**src/rtl/uart_pkg.sv**
```systemverilog
// uart_pkg: shared types and helpers for the MMIO UART transmitter.
//   tx_state_t      transmitter FSM states (PARITY used only with UART_TX_PARITY_EN)
//   UART_DATA_BITS  data bits per frame
//   baud_div()      cycles per bit for a given clock and line rate
package uart_pkg;

    localparam int unsigned UART_DATA_BITS = 8;

    typedef enum logic [2:0] {
        IDLE   = 3'd0,
        START  = 3'd1,
        DATA   = 3'd2,
        PARITY = 3'd3,
        STOP   = 3'd4
    } tx_state_t;

    // Integer clock cycles per serial bit
    function automatic int unsigned baud_div(input int unsigned clk_freq,
                                             input int unsigned baud);
        return clk_freq / baud;
    endfunction

endpackage

```
**src/rtl/uart_mmio_tx_if.sv**
```systemverilog
// uart_mmio_tx_if: MMIO write channel from the Memory stage to the UART transmitter.
//   mmio_wea   write strobe, one byte per asserted cycle
//   mmio_dat   write data, low byte transmitted
//   mmio_read  back-pressure, 1 = a write can be accepted this cycle
// Modports: master (core side), slave (transmitter side).
interface uart_mmio_tx_if;

    logic        mmio_wea;
    logic [31:0] mmio_dat;
    logic        mmio_read;

    modport master (output mmio_wea, output mmio_dat, input mmio_read);
    modport slave  (input mmio_wea, input mmio_dat, output mmio_read);

endinterface

```
**src/rtl/uart_tx_fifo.sv**
```systemverilog
// uart_tx_fifo: synchronous byte FIFO with registered pointers and count.
//   clk, Rst     clock, synchronous active-high reset (empties the FIFO)
//   push, din    write request and byte (ignored when full unless popping)
//   pop, dout    read request and head byte (dout valid while not empty)
//   count        occupancy, full, empty
module uart_tx_fifo
    import uart_pkg::*;
#(
    parameter int unsigned DEPTH = 8
) (
    input  logic                     clk,
    input  logic                     Rst,
    input  logic                     push,
    input  logic                     pop,
    input  logic [7:0]               din,
    output logic [7:0]               dout,
    output logic [$clog2(DEPTH):0]   count,
    output logic                     full,
    output logic                     empty
);

    localparam int unsigned AW = $clog2(DEPTH);
    localparam int unsigned CW = AW + 1;

    logic [7:0]    mem_q [DEPTH];
    logic [AW-1:0] wr_ptr_q, wr_ptr_d;
    logic [AW-1:0] rd_ptr_q, rd_ptr_d;
    logic [CW-1:0] count_q, count_d;
    logic          push_ok;
    logic          pop_ok;

    assign full  = (count_q == CW'(DEPTH));
    assign empty = (count_q == '0);
    assign dout  = mem_q[rd_ptr_q];
    assign count = count_q;

    // Pointer wrap comes for free from the power-of-2 pointer width
    always_comb begin
        push_ok  = push && (!full || pop);
        pop_ok   = pop && !empty;
        wr_ptr_d = push_ok ? wr_ptr_q + AW'(1) : wr_ptr_q;
        rd_ptr_d = pop_ok  ? rd_ptr_q + AW'(1) : rd_ptr_q;
        count_d  = count_q + CW'(push_ok) - CW'(pop_ok);
    end

    always_ff @(posedge clk) begin
        if (Rst) begin
            wr_ptr_q <= '0;
            rd_ptr_q <= '0;
            count_q  <= '0;
        end else begin
            wr_ptr_q <= wr_ptr_d;
            rd_ptr_q <= rd_ptr_d;
            count_q  <= count_d;
        end
    end

    // Storage needs no reset; occupancy is tracked by the pointers
    always_ff @(posedge clk) begin
        if (push_ok) begin
            mem_q[wr_ptr_q] <= din;
        end
    end

endmodule

```
**src/rtl/uart_mmio_tx.sv**
```systemverilog
// uart_mmio_tx: MMIO-driven UART transmitter. Bytes written on the MMIO channel are
// queued in a FIFO and sent LSB-first as 8N1 frames on tx.
//   clk, Rst     clock, synchronous active-high reset
//   bus          MMIO write channel (slave): mmio_wea, mmio_dat in; mmio_read out
//   tx           serial line, idle high, registered
//   tx_busy      frame in progress or bytes queued
//   fifo_count   FIFO occupancy
//   overflow     sticky, a write was dropped while full
// Build option: define UART_TX_PARITY_EN to append an even-parity bit (8E1).
module uart_mmio_tx
    import uart_pkg::*;
#(
    parameter int unsigned CLK_FREQ   = 100_000_000,
    parameter int unsigned BAUD       = 115_200,
    parameter int unsigned FIFO_DEPTH = 8
) (
    input  logic                          clk,
    input  logic                          Rst,
    uart_mmio_tx_if.slave                 bus,
    output logic                          tx,
    output logic                          tx_busy,
    output logic [$clog2(FIFO_DEPTH):0]   fifo_count,
    output logic                          overflow
);

    localparam int unsigned DIV  = baud_div(CLK_FREQ, BAUD);
    localparam int unsigned BW   = $clog2(DIV);
    localparam int unsigned BITW = $clog2(UART_DATA_BITS);

    tx_state_t                  state_q, state_d;
    logic [BW-1:0]              baud_q, baud_d;
    logic [BITW-1:0]            bit_q, bit_d;
    logic [UART_DATA_BITS-1:0]  shift_q, shift_d;
    logic                       tx_q, tx_d;
    logic                       ovf_q, ovf_d;
`ifdef UART_TX_PARITY_EN
    logic                       par_q, par_d;
`endif

    logic       pop;
    logic       push;
    logic [7:0] fifo_dout;
    logic       fifo_full;
    logic       fifo_empty;
    logic       baud_end;
    logic       unused_dat;

    assign unused_dat = ^bus.mmio_dat[31:8];

    uart_tx_fifo #(.DEPTH(FIFO_DEPTH)) u_fifo (
        .clk   (clk),
        .Rst   (Rst),
        .push  (push),
        .pop   (pop),
        .din   (bus.mmio_dat[7:0]),
        .dout  (fifo_dout),
        .count (fifo_count),
        .full  (fifo_full),
        .empty (fifo_empty)
    );

    assign bus.mmio_read = !fifo_full;
    assign tx_busy       = (state_q != IDLE) || !fifo_empty;
    assign tx            = tx_q;
    assign overflow      = ovf_q;
    assign baud_end      = (baud_q == BW'(DIV - 1));

    // Next state, FIFO handshake and next line level
    always_comb begin
        state_d = state_q;
        baud_d  = baud_q;
        bit_d   = bit_q;
        shift_d = shift_q;
        pop     = 1'b0;
`ifdef UART_TX_PARITY_EN
        par_d   = par_q;
`endif
        case (state_q)
            IDLE: begin
                if (!fifo_empty) begin
                    pop     = 1'b1;
                    shift_d = fifo_dout;
`ifdef UART_TX_PARITY_EN
                    par_d   = ^fifo_dout;
`endif
                    state_d = START;
                    bit_d   = '0;
                    baud_d  = '0;
                end
            end
            START: begin
                if (baud_end) begin
                    baud_d  = '0;
                    state_d = DATA;
                end else begin
                    baud_d = baud_q + BW'(1);
                end
            end
            DATA: begin
                if (baud_end) begin
                    baud_d = '0;
                    if (bit_q == BITW'(UART_DATA_BITS - 1)) begin
`ifdef UART_TX_PARITY_EN
                        state_d = PARITY;
`else
                        state_d = STOP;
`endif
                    end else begin
                        bit_d   = bit_q + BITW'(1);
                        shift_d = shift_q >> 1;
                    end
                end else begin
                    baud_d = baud_q + BW'(1);
                end
            end
`ifdef UART_TX_PARITY_EN
            PARITY: begin
                if (baud_end) begin
                    baud_d  = '0;
                    state_d = STOP;
                end else begin
                    baud_d = baud_q + BW'(1);
                end
            end
`endif
            STOP: begin
                if (baud_end) begin
                    baud_d = '0;
                    // Chain straight into the next start bit when more bytes are queued
                    if (!fifo_empty) begin
                        pop     = 1'b1;
                        shift_d = fifo_dout;
`ifdef UART_TX_PARITY_EN
                        par_d   = ^fifo_dout;
`endif
                        state_d = START;
                        bit_d   = '0;
                    end else begin
                        state_d = IDLE;
                    end
                end else begin
                    baud_d = baud_q + BW'(1);
                end
            end
            default: begin
                state_d = IDLE;
                baud_d  = '0;
                bit_d   = '0;
            end
        endcase

        // Line level follows the upcoming state so tx is a clean flop output
        case (state_d)
            START:   tx_d = 1'b0;
            DATA:    tx_d = shift_d[0];
`ifdef UART_TX_PARITY_EN
            PARITY:  tx_d = par_d;
`endif
            default: tx_d = 1'b1;
        endcase

        push  = bus.mmio_wea && (!fifo_full || pop);
        ovf_d = ovf_q || (bus.mmio_wea && !push);
    end

    always_ff @(posedge clk) begin
        if (Rst) begin
            state_q <= IDLE;
            baud_q  <= '0;
            bit_q   <= '0;
            shift_q <= '0;
            tx_q    <= 1'b1;
            ovf_q   <= 1'b0;
`ifdef UART_TX_PARITY_EN
            par_q   <= 1'b0;
`endif
        end else begin
            state_q <= state_d;
            baud_q  <= baud_d;
            bit_q   <= bit_d;
            shift_q <= shift_d;
            tx_q    <= tx_d;
            ovf_q   <= ovf_d;
`ifdef UART_TX_PARITY_EN
            par_q   <= par_d;
`endif
        end
    end

endmodule

```
**src/flat_wrapper.sv**
```systemverilog
// flat-port wrapper written by rule: the top's interface ports become plain ports
module uart_mmio_tx_flat import uart_pkg::*;
#(
    parameter int unsigned CLK_FREQ   = 100_000_000,
    parameter int unsigned BAUD       = 115_200,
    parameter int unsigned FIFO_DEPTH = 8
)
  (clk, Rst, tx, tx_busy, fifo_count, overflow, bus_mmio_wea, bus_mmio_dat, bus_mmio_read);
  uart_mmio_tx_if bus_i ();
  input  logic clk;
  input  logic Rst;
  output logic tx;
  output logic tx_busy;
  output logic [$clog2(FIFO_DEPTH):0] fifo_count;
  output logic overflow;
  input wire logic [$bits(bus_i.mmio_wea)-1:0] bus_mmio_wea;
  input wire logic [$bits(bus_i.mmio_dat)-1:0] bus_mmio_dat;
  output wire logic [$bits(bus_i.mmio_read)-1:0] bus_mmio_read;
  assign bus_i.mmio_wea = bus_mmio_wea;
  assign bus_i.mmio_dat = bus_mmio_dat;
  assign bus_mmio_read = bus_i.mmio_read;
  uart_mmio_tx #(.CLK_FREQ(CLK_FREQ), .BAUD(BAUD), .FIFO_DEPTH(FIFO_DEPTH)) u_core (.clk(clk), .Rst(Rst), .bus(bus_i), .tx(tx), .tx_busy(tx_busy), .fifo_count(fifo_count), .overflow(overflow));
endmodule
```
**config.mk**
```make
export PLATFORM = sky130hd
export DESIGN_NAME = uart_mmio_tx_flat
export DESIGN_NICKNAME = d
export VERILOG_FILES = /design/src/rtl/uart_pkg.sv /design/src/rtl/uart_mmio_tx_if.sv /design/src/rtl/uart_tx_fifo.sv /design/src/rtl/uart_mmio_tx.sv /design/src/flat_wrapper.sv
export SDC_FILE = /design/constraint.sdc
export NUM_CORES = 1
export LEC_CHECK = 0
export ABC_AREA = 0
export BUFFER_PORTS_ARGS = -buffer_cell sky130_fd_sc_hd__buf_2
export CELL_PAD_IN_SITES_DETAIL_PLACEMENT = 1
export CELL_PAD_IN_SITES_GLOBAL_PLACEMENT = 1
export CORE_ASPECT_RATIO = 1.75
export CORE_MARGIN = 2
export CORE_UTILIZATION = 43
export CTS_BUF_LIST = sky130_fd_sc_hd__clkbuf_16
export CTS_CLUSTER_SIZE = 30
export DETAILED_ROUTE_END_ITERATION = 8
export PLACE_DENSITY = 0.83
export SKIP_LAST_GASP = 1
export SLEW_MARGIN = 5
export SYNTH_ARGS = -nofsm -noshare
export SYNTH_HDL_FRONTEND = slang
export SYNTH_SLANG_ARGS = --single-unit
export TNS_END_PERCENT = 5
```
**constraint.sdc**
```tcl
create_clock -name clk -period 2.7 [get_ports clk]
set_clock_uncertainty 0.1 [all_clocks]
set_input_delay 0 -clock clk [delete_from_list [all_inputs] [get_ports clk]]
set_output_delay 0 -clock clk [all_outputs]
set_load 0.05 [all_outputs]
```
== Word level (Yosys, flattened, before mapping) ==
Memory sizes are Yosys's and may differ from the RTL's. A register that Yosys moved wholly into a read port is not among the register bits.
Index checks and enable logic that the tools add are counted.

* Bitwise gates (word level): 1
* Equal/unequal tests: 12
* $add $sub $neg: 6
* Reductions and logical operators: 17
* Multiplexer cells: 28

{| class="wikitable"
|+ Operator list
! operator !! number
|-
| $mux 3 || 11
|-
| $mux 8 || 4
|-
| $pmux 3 s4 || 2
|-
| $pmux 8 s3 || 1
|-
| $mux 10 || 2
|-
| $pmux 10 s2 || 1
|-
| $add 10x1->10 const B || 1
|-
| $eq 10x10->1 const B || 1
|-
| $add 3x1->3 const B || 3
|-
| $reduce_and 4->1 || 2
|-
| $eq 3x1->1 const B || 2
|-
| $eq 3x2->1 const B || 2
|-
| $eq 3x3->1 const B || 2
|-
| $reduce_bool 3->1 || 2
|-
| $mux 1 || 5
|-
| $add 4x1->4 || 1
|-
| $eq 4x4->1 const B || 1
|-
| $logic_and 1x1->1 || 4
|-
| $logic_not 4->1 || 1
|-
| $ne 2x1->1 const B || 2
|-
| $ne 2x2->1 const B || 2
|-
| $pmux 1 s2 || 2
|-
| $sub 4x1->4 || 1
|-
| $logic_not 1->1 || 3
|-
| other kinds (4) || 6
|}

* Memories kept: 1
* Register bits: 36
* Bits in writable memories: 64
* Output and inout port bits: 8
* Word-level logic and storage cells: 75

{| class="wikitable"
|+ Memories
! name !! depth !! bits a word !! read ports !! clocked after memory_dff !! wr ports !! RTL line !! source
|-
| u_core.u_fifo.mem_q || 8 || 8 || 1 || 1 || 1 || uart_tx_fifo.sv:25 || <nowiki>logic [7:0] mem_q [DEPTH];</nowiki>
|}

== Logic depth before layout (Yosys ltp) ==
Gate-level depths: netlist (run 1).

* Depth in word-level cells: 9
* Gate-level depth with buffers: 14
* Mapped depth without buffers: 13

== Modules after synthesis ==
Synthesis (run 1) repeated with hierarchy kept, for this count alone.

* Cells, all modules: 336
* Area total of the unflattened synthesis: 4,684.5 µm²

{| class="wikitable"
|+ Modules (own cells, without submodules)
! module !! cells each !! area each (µm²) !! instances
|-
| uart_tx_fifo || 172 || 3,176.8 || 1
|-
| uart_mmio_tx || 164 || 1,507.7 || 1
|}

== Least setup slack after synthesis (run 1) ==
OpenSTA, ideal clock, no wires.

* Path kind: register to register
* Start point: register u_core.u_fifo.count_q[2] (netlist: u_core.u_fifo.count[2])
* End point: memory u_core.u_fifo.mem_q[1][0] (enable)
* Data arrival time: 2,809 ps
* Data required time: 2,202 ps
* Path buffers: 1
* Slack: -607 ps
* Period minus slack after synthesis: 3,307 ps
* Cell stages (with the launch flop): 8
* Setup time: 398 ps
* Cells stage by stage: dfxtp_1 -> inv_1 -> ha_1 -> nor3b_1 -> inv_1 -> o221ai_2 -> buf_4 -> nor4b_1

* Elaborated cells on any way between the ends: 11

{| class="wikitable"
|+ RTL lines
! element !! RTL line !! source
|-
| start, declared || uart_tx_fifo.sv:28 || <nowiki>logic [CW-1:0] count_q, count_d;</nowiki>
|-
| start signal, assigned || uart_tx_fifo.sv:54 || <nowiki>count_q <= count_d;</nowiki>
|-
| $eq 4x4->1 (*) || uart_tx_fifo.sv:32 || <nowiki>assign full = (count_q == CW'(DEPTH));</nowiki>
|-
| $logic_not 1->1 (*) || -- ||
|-
| net bus_mmio_read || flat_wrapper.sv:18 || <nowiki>output wire logic [$bits(bus_i.mmio_read)-1:0] bus_mmio_read;</nowiki>
|-
| $logic_or 1x1->1 (*) || uart_tx_fifo.sv:39, uart_mmio_tx.sv:162 ||
|-
| $logic_and 1x1->1 || uart_mmio_tx.sv:162 || <nowiki>push = bus.mmio_wea && (!fifo_full || pop);</nowiki>
|-
| $logic_and 1x1->1 (*) || uart_tx_fifo.sv:39 || <nowiki>push_ok = push && (!full || pop);</nowiki>
|-
| $mux 1 (*) || uart_tx_fifo.sv:60 || <nowiki>if (push_ok) begin</nowiki>
|-
| $mux 1 (not written as such) (*) || uart_tx_fifo.sv:61 || <nowiki>mem_q[wr_ptr_q] <= din;</nowiki>
|-
| end, declared || uart_tx_fifo.sv:25 ||
|}

The timed path passes the listed nets; every way through them passes the cells marked *.

== Worst setup path in the final report (run 1) ==
* Start point: register u_core.baud_q[1]
* End point: register u_core.u_fifo.count_q[2] (netlist: u_core.u_fifo.count[2])

* Word-level cells in the longest chain between the ends: 8
* Elaborated cells on any way between the ends: 9

{| class="wikitable"
|+ Ends and longest elaborated chain
! element !! RTL line !! source
|-
| start, declared || uart_mmio_tx.sv:31 || <nowiki>logic [BW-1:0] baud_q, baud_d;</nowiki>
|-
| start signal, assigned || uart_mmio_tx.sv:179 || <nowiki>baud_q <= baud_d;</nowiki>
|-
| $eq 10x10->1 (*) || uart_mmio_tx.sv:66 || <nowiki>assign baud_end = (baud_q == BW'(DIV - 1));</nowiki>
|-
| $mux 1 (*) || uart_mmio_tx.sv:127 || <nowiki>if (baud_end) begin</nowiki>
|-
| $pmux 1 s2 (*) || uart_mmio_tx.sv:78 || <nowiki>case (state_q)</nowiki>
|-
| $logic_or 1x1->1 || uart_tx_fifo.sv:39, uart_mmio_tx.sv:162 ||
|-
| $logic_and 1x1->1 || uart_mmio_tx.sv:162 ||
|-
| $logic_and 1x1->1 || uart_tx_fifo.sv:39 ||
|-
| $add 4x1->4 || uart_tx_fifo.sv:43 || <nowiki>count_d = count_q + CW'(push_ok) - CW'(pop_ok);</nowiki>
|-
| $sub 4x1->4 (*) || uart_tx_fifo.sv:43 ||
|}

Mark *: on every way between the ends. The rest lies on a longest branch, timed or not.
A chain may end at the register's enable or synchronous reset.

==> impl_metrics.json, run 1 <==
{
  "drive_above_1_share": 0.233,
  "mostFrequentLayoutCells": "sky130_fd_sc_hd__edfxtp_1 (64), sky130_fd_sc_hd__dfxtp_1 (37), sky130_fd_sc_hd__nor2_1 (31)",
  "layout_commonest_cell": "sky130_fd_sc_hd__edfxtp_1",
  "slowest_stage": "sky130_fd_sc_hd__fa_1",
  "rsz_0062_raised_after_global_routing": "true",
  "placeableCoreArea_mm2": 0.0102,
  "critPathMaxFanout": 7,
  "routed_wl_mm": 9.58,
  "antenna_violating_nets_post_route": 0,
  "worstSetupPathType": "reg -> reg",
  "arrival_ns": 2.74,
  "die_h_um": 139,
  "route.detailed.wl_per_inst_um": 18.4,
  "maxSlewViolCount": 0,
  "n_fill_cell": 1052,
  "cts_buffer_depth": 2,
  "total_number_of_vias": 2866,
  "route.detailed.drc": 0,
  "ff2ff_setup_slack_ns": 0.09,
  "crit_top_cell": "sky130_fd_sc_hd__ha_1",
  "sequential_area_share_after_synthesis": 0.606,
  "diodes": 0,
  "antenna_found_initial": 0,
  "worst_hold_slack_ns": 0.352,
  "cp_cell_sequence": "ha_1, and4b_2, and3_2, o221ai_2, ha_1, inv_1, ha_1, fa_1, xnor2_1, nor2_1",
  "hold_path.startpoint": "bus_mmio_dat[5]",
  "max_freq_mhz": 382,
  "ys_ff_latch": 103,
  "timing.final.hold_violations": 0,
  "p_per_area_mw_per_mm2": 930,
  "setup_viol": 0,
  "post-route-cell-area_mm2": 0.00521,
  "total_congestion_overflow": 0,
  "maxSlewHeadroom": 0.676,
  "clock_tree.htree_level_count": 3,
  "synthesized_area_per_cell_um2": 12.9,
  "tritoncts": "done",
  "max_cap_viol_count": 0,
  "total_power_mw": 4.85,
  "slew_at_the_pin_closest_to_its_max_slew_limit_ns": 0.482,
  "pre_cts_ws_ns": 0.0714,
  "status": "completed",
  "max_stage_delay_ns": 0.40,
  "worst_skew_pair.late_latency_ns": 0.35,
  "clock-sinks": 103,
  "synth-async-reset-ratio": 0,
  "place.gp.congestion": 0.793,
  "clkTransAtPathRegs_ns": 0.08,
  "r2r_start": "u_core.baud_q[1]$_SDFFE_PP0P_",
  "dpl-instance-area_mm2": 0.00479,
  "floorplan.rows": 49,
  "synth_nets": 393,
  "place.port_buffers": 18,
  "synth_edf_count": 64,
  "crit_path_start_kind": "flop",
  "detail_route.iter0.violations": 99,
  "viasPerCell": 5.49,
  "post_cts_setup_bufs": 0,
  "finalWorstSetupSlack_ns": 0.0853,
  "power.leakage_nw": 1.85,
  "fin_util": 0.512,
  "grt_first_pass_wirelength_mm": 15.7,
  "area_growth_syn_to_layout_pct": 16.8,
  "i_o_pins": 43,
  "final_cell_count_no_fill": 522,
  "cp_data_required_time_ns": 2.83,
  "period_minus_slack_ns": 2.61,
  "design.die.area_mm2": 0.0112,
  "largest_net_degree_at_the_start_of_global_routing": 26,
  "regToRegEndpoint": "u_core.u_fifo.count[2]$_SDFF_PP0_",
  "cp-end-kind": "flop",
  "vdd.ir_drop.worst_v": 0.000665,
  "initial_standard_cell_utilization_of_the_core": 0.438,
  "yosysWarningCount": 0,
  "synth_area_mm2": 0.00446,
  "synth_cells": 346,
  "global_route.usage.total": 0.187,
  "r2r_cells": 10,
  "place_inst": 495,
  "post-route-period-util": 0.968,
  "worstHoldPathCells": 2,
  "router_iterations_before_antenna_repair": 4,
  "dieWidth_um": 81,
  "critical_path.n_buffers_inverters": 1,
  "layout.nets": 437,
  "half_perimeter_wire_length_after_detailed_placement_mm": 6.74,
  "fin_tns_setup_ns": 0,
  "worst_hold_path_type": "in -> reg",
  "cts.root.buffer_cell": "sky130_fd_sc_hd__clkbuf_16",
  "cts_inserted_buffers": 9,
  "synthDistinctLibCells": 57,
  "worst_path_dominant_cell_family": "adder cells",
  "dominantRegCellSynth": "sky130_fd_sc_hd__edfxtp_1",
  "grt_pass1_vias": 3162,
  "whs_endpoint": "u_core.u_fifo.mem_q[6][5]$_DFFE_PP_"
}
-- cells in the mapped netlist, drive strengths merged, types with 3 or more instances --
cell type,n,area share
nand3,5,0.0084
dfxtp,39,0.17
nand2,15,0.013
xor2,7,0.014
nand4,4,0.0056
edfxtp,64,0.43
buf,11,0.015
a221o,6,0.015
a21oi,9,0.010
nor3b,3,0.0050
xnor2,8,0.016
nor4,4,0.0056
a21o,3,0.0053
o22ai,12,0.017
nor2,32,0.027
and3,3,0.0045
ha,11,0.031
nand2b,4,0.0056
nor3,21,0.026
mux2i,26,0.058
o21ai,6,0.0067
mux4,4,0.020
inv,13,0.011
clkbuf,7,0.015
nor4b,3,0.0059
-- layer usage --
metal	track usage	vias up	share of wire
met2	0.345	32	0.58
met3	0.0391	16	0.019
met5	0	-	0
met1	0.198	1441	0.38
li1	-	1377	-
met4	0.0749	0	0.024
-- cell type report --
class / instances / area [µm²] / share of cell area
Clock buffer: 9 / 225 / 0.0432
Clock inverter: 7 / 72.6 / 0.0139
Multi-Input combinational cell: 212 / 1630 / 0.313
Inverter: 13 / 48.8 / 0.00937
Sequential cell: 103 / 2710 / 0.520
Timing Repair Buffer: 51 / 365 / 0.0701
Tap cell: 127 / 159 / 0.0305
-- report_power, final --
| part | total, mW | internal [mW] | switching (mW) |
|---|---|---|---|
| clock | 1.29 | 0.655 | 0.634 |
| combinational | 1.56 | 0.656 | 0.906 |
| sequential | 2.00 | 1.86 | 0.137 |
-- flip-flops by register name, summed over array words and instances (netlist names), 3 cells and up, named ones only --
register,count
u_core.u_fifo.mem_q,64
u_core.baud_q,10
u_core.shift_q,8
u_core.u_fifo.count,4
u_core.bit_q,3
u_core.state_q,3
u_core.u_fifo.rd_ptr_q,3
u_core.u_fifo.wr_ptr_q,3
-- kinds of logic (layout without fill, tap and decap cells) --
| family | Yosys count | in the layout | share of synthesized area |
|---|---|---|---|
| AOI/OAI and AO/OA | 49 | 49 | 0.0802 |
| xor gates and xnor gates | 15 | 15 | 0.0294 |
| adders and majority gates | 12 | 12 | 0.0353 |
| buffers and inverters | 31 | 80 | 0.0409 |
| DFF | 103 | 103 | 0.606 |
| muxes | 32 | 32 | 0.0836 |
| and+or+nand+nor | 104 | 104 | 0.125 |
-- how the worst max path moves through the flow --
stage	cells after the start	slack, ns	to	start
after CTS	10	0.01	u_core.u_fifo.count[1]$_SDFF_PP0_	u_core.u_fifo.count[2]$_SDFF_PP0_
final	10	0.09	u_core.u_fifo.count[2]$_SDFF_PP0_	u_core.baud_q[1]$_SDFFE_PP0P_
after global placement	11	0.12	u_core.u_fifo.count[2]$_SDFF_PP0_	u_core.u_fifo.count[2]$_SDFF_PP0_
after detailed placement	10	0.07	u_core.u_fifo.count[2]$_SDFF_PP0_	u_core.baud_q[1]$_SDFFE_PP0P_
after global routing	10	-0.02	u_core.u_fifo.count[2]$_SDFF_PP0_	u_core.baud_q[1]$_SDFFE_PP0P_
after floorplan	11	0.01	u_core.u_fifo.count[1]$_SDFF_PP0_	u_core.baud_q[0]$_SDFFE_PP0P_
-- worst reg2reg max path: stages, from the launching register on --
cell,delay (ns)
sky130_fd_sc_hd__dfxtp_1,0.38
sky130_fd_sc_hd__ha_1,0.20
sky130_fd_sc_hd__and4b_2,0.28
sky130_fd_sc_hd__and3_2,0.28
sky130_fd_sc_hd__o221ai_2,0.12
sky130_fd_sc_hd__ha_1,0.29
sky130_fd_sc_hd__inv_1,0.04
sky130_fd_sc_hd__ha_1,0.20
sky130_fd_sc_hd__fa_1,0.40
sky130_fd_sc_hd__xnor2_1,0.14
sky130_fd_sc_hd__nor2_1,0.06
-- timing repair --
| item | CTS | global route |
|---|---|---|
| endpoints found under the hold margin | 74 | 0 |
| endpoints found under the setup margin | 0 | 3 |
| resized for setup | 0 | 2 |
| hold buffers | 11 | 0 |
(Power assumes the default switching activity.)
==> run 2: changes to the inputs <==
- CORE_UTILIZATION: 43 -> 44
- SYNTH_HIERARCHICAL: default -> 1
==> run 2 against run 1 <==
  * The run now ends with negative setup slack left
  * Critical path depth grew 3
  * Sequential cell count is the same
  * Via count grew 5.9%
  * Total power grew 1.9%
  * Cell area grew 7.5%
  * Area after synthesis grew 5.0%
  * Sequential share of layout area shrank 3.6 points
  * Critical path type unchanged
==> impl_metrics.json, run 2 <==
{
  "status": "finished, violations left",
  "violations_in_the_final_reports": "negative setup slack",
  "setup_viol": 3,
  "synth_cells": 336,
  "clock-sinks": 103,
  "synthMostInstantiatedCell": "sky130_fd_sc_hd__edfxtp_1",
  "die_h_um": 140,
  "max_flop_register": "u_core/u_fifo/mem_q",
  "arrival_ns": 3.00,
  "netSwitchingPower_mw": 1.63,
  "internal_power_mw": 3.31,
  "power.share.switching": 0.330,
  "synth.cells.most_frequent": "sky130_fd_sc_hd__edfxtp_1 (64), sky130_fd_sc_hd__dfxtp_1 (39), sky130_fd_sc_hd__nor2_1 (20)",
  "worstHoldPathCells": 4,
  "detail_route.iter0.violations": 121,
  "antenna_found_initial": 0,
  "seqPwrFrac": 0.406,
  "layout.nets": 440,
  "cts_buffer_depth": 2,
  "maxSlewViolCount": 0,
  "route.detailed.drc": 0,
  "mostFrequentLayoutCells": "sky130_fd_sc_hd__edfxtp_1 (64), sky130_fd_sc_hd__buf_4 (36), sky130_fd_sc_hd__dfxtp_1 (34)",
  "max_cap_viol_count": 0,
  "cell_types_with_the_largest_area_share_after_synthesis": "sky130_fd_sc_hd__edfxtp_1 (41%), sky130_fd_sc_hd__dfxtp_1 (17%), sky130_fd_sc_hd__mux4_1 (8.4%)",
  "cp-end-kind": "flop",
  "power.leakage_nw": 1.97,
  "floorplan.rows": 49,
  "post-route-period-util": 1.07,
  "largest_reg_flops": 64,
  "max_freq_mhz": 346,
  "synthesized_area_per_cell_um2": 13.9,
  "dieWidth_um": 82,
  "total_number_of_vias": 3035,
  "worst_path_dominant_cell_family": "simple AND/OR/NAND/NOR gates",
  "p_per_area_mw_per_mm2": 881,
  "synth_largest_area_cell": "sky130_fd_sc_hd__edfxtp_1",
  "antenna_violating_nets_post_route": 0,
  "synth_edf_count": 64,
  "global_route.usage.total": 0.205,
  "clock_power_share": 0.268,
  "place.gp.congestion": 0.762,
  "grt_first_pass_wirelength_mm": 17.2,
  "router_iterations_before_antenna_repair": 4,
  "cp_cell_sequence": "ha_2, or3b_4, o31ai_4, and2_4, or4b_4, nand2_4, ha_4, inv_2, ha_4, inv_2, fa_2, xor2_1, nor2_1",
  "place.port_buffers": 18,
  "cts_inserted_buffers": 9,
  "worst_hold_path_type": "in -> reg",
  "crit_path_start_kind": "flop",
  "cp_data_required_time_ns": 2.81,
  "timing.final.hold_violations": 0,
  "route.detailed.wl_per_inst_um": 20.5,
  "i_o_pins": 43,
  "cts.root.buffer_cell": "sky130_fd_sc_hd__clkbuf_16",
  "largest_net_degree_at_the_start_of_global_routing": 32,
  "slew_at_the_pin_closest_to_its_max_slew_limit_ns": 0.669,
  "grt_pass1_vias": 3278,
  "fin_tns_setup_ns": -0.434,
  "synth_area_mm2": 0.00468,
  "maxSlewHeadroom": 0.548,
  "layout_commonest_cell": "sky130_fd_sc_hd__edfxtp_1",
  "worst_hold_slack_ns": 0.0315,
  "tritoncts": "done",
  "critical_path_cell_count": 13,
  "total_congestion_overflow": 0,
  "design.die.area_mm2": 0.0115,
  "worst_skew_pair.late_latency_ns": 0.34,
  "critical_path.n_buffers_inverters": 2,
  "r2r_cells": 13,
  "routed_wl_mm": 10.8,
  "ys_ff_latch": 103,
  "synth-async-reset-ratio": 0,
  "clkTransAtPathRegs_ns": 0.07,
  "sequential_area_share_after_synthesis": 0.577,
  "drive_above_1_share": 0.284,
  "critPathMaxFanout": 5,
  "viasPerCell": 5.78,
  "slowest_stage": "sky130_fd_sc_hd__or3b_4",
  "total_power_mw": 4.94,
  "post_cts_setup_bufs": 0,
  "diodes": 0,
  "placeableCoreArea_mm2": 0.0103,
  "rsz_0062_raised_after_global_routing": "true",
  "max_stage_delay_ns": 0.40,
  "period_minus_slack_ns": 2.89,
  "dpl-instance-area_mm2": 0.00521,
  "dominantRegCellSynth": "sky130_fd_sc_hd__edfxtp_1",
  "synth_largest_type_area_fraction": 0.410,
  "worstSetupPathType": "reg -> reg",
  "post-route-cell-area_mm2": 0.00560,
  "comb_power_share": 0.326,
  "synth_nets": 383,
  "yosysWarningCount": 6,
  "initial_standard_cell_utilization_of_the_core": 0.455,
  "area_growth_syn_to_layout_pct": 19.6,
  "finalWorstSetupSlack_ns": -0.186,
  "clock_tree.htree_level_count": 3,
  "vdd.ir_drop.worst_v": 0.000720,
  "synthDistinctLibCells": 62,
  "top_regs": "u_core/u_fifo/mem_q (64), u_core/baud_q (10), u_core/shift_q (8)",
  "half_perimeter_wire_length_after_detailed_placement_mm": 7.32
}
run 2: cell count changes after synthesis, sizes merged, moves of 4 or more:
cell,before,now
nor2,32,20
o22ai,12,0
o21ai,6,10
xnor2,8,3
or4b,0,4
mux4,4,16
a32oi,0,7
a221o,6,0
a21oi,9,19
nand2,15,11
nor3,21,5
mux2,2,11
nand2b,4,13
mux2i,26,6
run 2: cell type report:
class	count	area, µm²
clock buffers	9	225
flip-flops and latches	103	2710
clock inverters	7	80.1
inverters	10	40.0
repair buffers	62	440
fillers	1011	4700
multi-input cells	207	1940
well taps	127	159
run 2: power by group through the flow:
stage	sequential, mW	clock [mW]	combinational [mW]
final	2.00	1.32	1.61
after global routing	2.03	1.41	1.75
after CTS	2.01	1.35	1.62
after detailed placement	2.03	0	1.57
after global placement	2.02	0	1.49
after floorplan	2.09	0	1.04
run 2: tightest hold or removal path: stages:
cell	delay [ns]
sky130_fd_sc_hd__buf_2	0.11
sky130_fd_sc_hd__nand2_1	0.08
sky130_fd_sc_hd__a21oi_1	0.06
sky130_fd_sc_hd__o21ba_1	0.16
run 2: path summary, 6_finish.rpt:
path | from | endpoint | slack, ns
worst max-delay path | u_core/baud_q[1]$_SDFFE_PP0P_ | u_core/u_fifo/count[2]$_SDFF_PP0_ | -0.19
worst min-delay path | bus_mmio_wea | u_core/overflow$_SDFF_PP0_ | 0.03
worst max register to register | u_core/baud_q[1]$_SDFFE_PP0P_ | u_core/u_fifo/count[2]$_SDFF_PP0_ | -0.19
worst min register to register | u_core/overflow$_SDFF_PP0_ | u_core/overflow$_SDFF_PP0_ | 0.38
run 2: what timing repair did:
item	4_1_cts	5_1_grt
hold buffers	8	0
gates resized for setup	1	0
hold endpoints to repair	64	0
endpoints found under the setup margin	35	38
run 2: kinds of logic (layout without fill, tap and decap cells):
family / Yosys count / count (layout) / share of synthesized area
AND/OR/NAND/NOR: 97 / 97 / 0.132
XOR/XNOR: 9 / 9 / 0.0168
buffers and inverters: 26 / 88 / 0.0294
multiplexers: 33 / 33 / 0.128
flip-flops: 103 / 103 / 0.577
AO/OA/AOI/OAI: 56 / 56 / 0.0828
adder cells (fa/ha/maj): 12 / 12 / 0.0337
run 2: metal layers:
metal / GRT usage / wire length [µm] / up-vias / share of wire
met3: 0.0335 / 223 / 20 / 0.021
li1: - / - / 1423 / -
met4: 0.0921 / 330 / 0 / 0.031
met2: 0.373 / 6200 / 57 / 0.58
met5: 0 / 0 / - / 0
met1: 0.224 / 4010 / 1535 / 0.37
run 2: metrics by stage:
step | util | std cells | setup slack [ns]
6_report | 0.544 | 525 | -0.186
5_1_grt | 0.544 | 525 | -0.270
4_1_cts | 0.544 | 525 | -0.181
3_5_place_dp | 0.506 | 501 | -0.155
3_3_place_gp | 0.506 | 501 | -0.0727
2_1_floorplan | - | 336 | -0.329
